<file path="src/rtl/inst_align_buffer.sv">
// inst_align_buffer: fetch-to-decode realignment FIFO of 16-bit parcels presenting one RV32IC instruction per handshake
module inst_align_buffer #(
  parameter int          FETCH_W  = 32,
  parameter int          DEPTH_HW = 8,
  parameter logic [31:0] RESET_PC = 32'h0
) (
  input  logic                          clk,
  input  logic                          reset,
  input  logic                          flush,
  input  logic [31:0]                   flush_pc,
  input  logic                          fetch_valid,
  output logic                          fetch_ready,
  input  logic [FETCH_W-1:0]            fetch_data,
  output logic                          inst_valid,
  input  logic                          inst_ready,
  output logic [31:0]                   inst_data,
  output logic                          inst_compressed,
  output logic [31:0]                   inst_pc,
  output logic [$clog2(DEPTH_HW+1)-1:0] count
);
  localparam int NP = FETCH_W / 16;
  localparam int PW = $clog2(DEPTH_HW);
  localparam int CW = $clog2(DEPTH_HW + 1);
  localparam int SW = (NP > 1) ? $clog2(NP) : 1;
  logic [15:0]   mem [DEPTH_HW];
  logic [PW-1:0] head, tail;
  logic [31:0]   head_pc;
  logic [SW-1:0] skip;
  logic [15:0]   h0, h1;
  logic          push, pop;
  logic [CW-1:0] push_n, pop_n;
  assign h0              = mem[head];
  assign h1              = mem[head + PW'(1)];
  assign inst_compressed = h0[1:0] != 2'b11;
  assign inst_valid      = inst_compressed ? (count != '0) : (count >= CW'(2));
  assign inst_data       = inst_compressed ? {16'h0, h0} : {h1, h0};
  assign inst_pc         = head_pc;
  assign fetch_ready     = count <= CW'(DEPTH_HW - NP);
  assign push            = fetch_valid & fetch_ready & ~flush;
  assign pop             = inst_valid & inst_ready & ~flush;
  assign push_n          = push ? CW'(NP) - CW'(skip) : '0;
  assign pop_n           = pop ? (inst_compressed ? CW'(1) : CW'(2)) : '0;
  always_ff @(posedge clk) begin
    if (reset) begin
      count   <= '0;
      head    <= '0;
      tail    <= '0;
      head_pc <= RESET_PC;
      skip    <= '0;
    end else if (flush) begin
      count   <= '0;
      head    <= '0;
      tail    <= '0;
      head_pc <= {flush_pc[31:1], 1'b0};
      skip    <= flush_pc[SW:1];
    end else begin
      count   <= count + push_n - pop_n;
      head    <= head + PW'(pop_n);
      tail    <= tail + PW'(push_n);
      head_pc <= head_pc + (32'(pop_n) << 1);
      if (push) skip <= '0;
    end
  end
  // parcels below skip belong to the halfwords before an odd redirect target
  always_ff @(posedge clk) begin
    if (push & ~reset)
      for (int i = 0; i < NP; i++)
        if (i >= int'(skip)) mem[PW'(int'(tail) + i - int'(skip))] <= fetch_data[16*i +: 16];
  end
endmodule
</file>
<file path="config.mk">
export PLATFORM = sky130hd
export DESIGN_NAME = inst_align_buffer
export DESIGN_NICKNAME = d
export VERILOG_FILES = /design/src/rtl/inst_align_buffer.sv
export SDC_FILE = /design/constraint.sdc
export NUM_CORES = 1
export LEC_CHECK = 0
export BUFFER_PORTS_ARGS = -buffer_cell sky130_fd_sc_hd__buf_2
export CAP_MARGIN = 15
export CORE_ASPECT_RATIO = 1.1
export CORE_MARGIN = 3
export CORE_UTILIZATION = 45
export CTS_CLUSTER_DIAMETER = 50
export DETAILED_ROUTE_END_ITERATION = 10
export PLACE_DENSITY_LB_ADDON = 0.12
export SLEW_MARGIN = 20
export SYNTH_ARGS = -nofsm -noshare
export SYNTH_HDL_FRONTEND = slang
export SYNTH_SLANG_ARGS = --single-unit
</file>
<file path="constraint.sdc">
create_clock -name clk -period 4.2 [get_ports clk]
set_clock_uncertainty 0.15 [all_clocks]
set_input_delay 1.26 -clock clk [delete_from_list [all_inputs] [get_ports clk]]
set_output_delay 1.26 -clock clk [all_outputs]
set_load 0.02 [all_outputs]
</file>
==> impl_metrics.json <==
{
  "min_period_ns": 4.041,
  "multiInputGateArea_um2": 5162,
  "drv_slew": 0,
  "initial_core_util_pct": 45.90,
  "yosysWarnings": 0,
  "worst_r2r_endpoint": "inst_pc[17]",
  "gp_congestion": 0.8222,
  "ys_ff_latch": 170,
  "vias": 7258,
  "worstPathRequired_ns": 2.79,
  "maxCapViolations": 0,
  "worstHoldPathCells": 2,
  "path_buf_inv": 2,
  "antenna_found_initial": 0,
  "yosysSeqAreaShare_pct": 46.16,
  "r2r_slack_ns": 0.29,
  "cp-end-kind": "output port",
  "p_leak_nw": 4.147,
  "r2r_cells": 10,
  "drive_gt1_share_pct": 46.44,
  "cts.htree.levels": 4,
  "layout.nets": 989,
  "hold_class": "reg2reg",
  "tightest_slew_ns": 0.9668,
  "dieArea_um2": 24390,
  "final_util_pct": 53.61,
  "clock_tree.root_cell": "clkbuf_16",
  "numCtsBuffers": 17,
  "worst-setup-path-type": "reg2out",
  "max-slew-margin-rel_pct": 34.95,
  "place.detailed.hpwl_um": 18670,
  "ir_drop_uv": 281.1,
  "num_antenna_cells": 0,
  "netlist_instances": 752,
  "synth-adder-area-share_pct": 2.836,
  "setup_violations": 0,
  "grt_overflow": 0,
  "port_buffers": 137,
  "avgRoutedWirePerCell_um": 22.80,
  "die_y_um": 163.5,
  "grt_pass1_vias": 7606,
  "synth_area_per_cell_um2": 13.50,
  "rows": 57,
  "synth_area_um2": 10150,
  "postCtsHoldBufs": 0,
  "clkSinkCount": 170,
  "hold_end": "skip",
  "slowest_stage": "mux4_2",
  "rsz0062_at_grt": "false",
  "synth_enable_flop_cells": 128,
  "track_usage_pct": 22.92,
  "async_flop_share_pct": 0,
  "first_pass_iters": 5,
  "cp_top_family": "multiplexers",
  "cts_max_path_buffers": 2,
  "dieWidth_um": 149.2,
  "start_kind": "flip-flop",
  "path_cells": "mux4_2 > nand3_1 > o21a_1 > buf_4 > a21oi_1 > buf_2",
  "cts_tree": "yes",
  "drt-initial-drc-count": 472,
  "io_pins": 140,
  "synth-simple-area-share_pct": 9.617,
  "grt_max_degree": 37,
  "post_cts_buffers": 0,
  "p_per_area_nw_per_um2": 335.0,
  "worstSkewPairLatency_ns": 0.43,
  "layout_common_cells": "buf_2, mux2_2, edfxtp_1",
  "layout_commonest_cell": "buf_2",
  "fin_crit_sh_pct": 96.20,
  "clkTransAtPathRegs_ns": 0.06,
  "hold_viol": 0,
  "tns_ns": 0,
  "core_um2": 22110,
  "arrival_ns": 2.63,
  "final.fill_count": 1968,
  "path_max_fanout": 19,
  "synth-xor-area-share_pct": 1.899,
  "r2r-start": "head[0]",
  "syn_to_final_growth_pct": 16.78,
  "postRouteAntennaNets": 0,
  "routed_wl_um": 27540,
  "synth_compound_area_share_pct": 5.918,
  "grt_pass1_wl_um": 42420,
  "critPathMaxStageDelay_ns": 0.58,
  "via_per_inst": 6.008,
  "hp-start": "skip",
  "register_area_um2": 4688,
  "ys_types": 59,
  "p_total_mw": 3.970,
  "syn_nets": 841,
  "synth.area.mux_share_pct": 30.28,
  "synthFlopType": "edfxtp_1",
  "synth_top_family_by_area": "multiplexers",
  "outcome": "completed",
  "fmax_mhz": 247.5,
  "drc": 0
}
## synth_stat cells (4+ instances only)
library cell  instances  area [µm²]
a21oi_1              24       120.1
xnor2_1              10       87.58
nor4_1                6       37.54
ha_1                 15       187.7
a211oi_1             11       82.58
edfxtp_1            128        3844
o31ai_1               7       52.55
nor2_1               38       142.6
or4_1                10       75.07
mux2_1               11       123.9
buf_2                11       55.05
xor2_1               12       105.1
and2_1                5       31.28
mux2_2              133        1498
inv_1                19       71.32
clkbuf_1             19       71.32
nand3_1              15       75.07
buf_4                10       75.07
o21ai_0               5       25.02
mux4_2               64        1441
a311oi_1              9       78.83
dfxtp_1              42       840.8
nor3_1                4       20.02
fa_1                  5       100.1
buf_1                 5       18.77
nand4_1              11       68.82
o21bai_1              7       52.55
nand2_1              59       221.5
or3_1                 6       37.54
and4_1                7       61.31
## repair_timing
item	CTS	global route
endpoints found under the hold margin	0	0
resized for setup	0	2
endpoints found under the setup margin	0	6
## layer usage
layer	part of all wire [%]	vias up	routed length, µm	GRT usage [%]
li1	-	3266	-	-
met1	41	3723	11360	28.48
met2	52	235	14330	40.85
met3	5.1	34	1412	4.051
met4	1.6	0	435	6.866
met5	0	-	0	0
## worst max path at each step
stage / startpoint / to / slack (ns) / cells after the start
after floorplan: head[0] / inst_pc[26] / 0.40 / 11
after global placement: flush / inst_pc[17] / 0.34 / 9
after detailed placement: head[0] / inst_pc[17] / 0.10 / 10
after CTS: head[1] / inst_data[23] / 0.03 / 6
after global routing: head[0] / inst_data[17] / 0.04 / 6
final: head[0] / inst_data[17] / 0.16 / 6
## logic make-up after synthesis
family,Yosys count
flip-flops,170
AO/OA/AOI/OAI,84
adder cells (fa/ha/maj),20
buffers and inverters,68
other,1
XOR/XNOR,22
multiplexers,209
AND/OR/NAND/NOR,178
## metrics by stage
step           hold WS (ns)  cells  cell area, µm²  setup slack, ns
3_5_place_dp         0.3764   1176           11300           0.1049
2_1_floorplan        0.3386    752           10150           0.3953
3_3_place_gp         0.3673   1176           11300           0.3431
5_1_grt              0.4147   1208           11850          0.04479
6_report             0.3784   1208           11850           0.1594
4_1_cts              0.3855   1208           11840          0.03168
## flip-flops by register name, indices dropped and copies added, names as in the netlist
signal and flops:
tail 3, head 3, count 4, mem 128
inst_pc 31, skip 1
## worst reg2reg max path, delay by kind of cell (launching register included)
family | cells | cell delay [ns]
and+or+nand+nor | 3 | 0.91
DFF | 1 | 0.53
AOI/OAI and AO/OA | 4 | 1.15
adders and majority gates | 2 | 0.47
muxes | 1 | 0.59
## cell type report
class / instances / area share, %
clock buffers: 21 / 3.980
clock inverters: 11 / 0.5912
inverters: 19 / 0.6018
multi-input cells: 514 / 43.56
flip-flops and latches: 170 / 39.56
well taps: 295 / 3.114
repair buffers: 178 / 8.594
## report_power, final
| group | total (mW) | leakage (nW) | internal, mW | switching, mW |
|---|---|---|---|---|
| Sequential | 1.91 | 1.50 | 1.86 | 0.0526 |
| Combinational | 0.591 | 2.37 | 0.264 | 0.327 |
| Clock | 1.47 | 0.275 | 0.807 | 0.661 |
| Total | 3.97 | 4.15 | 2.93 | 1.04 |
Power figures use the tool's default switching activity.
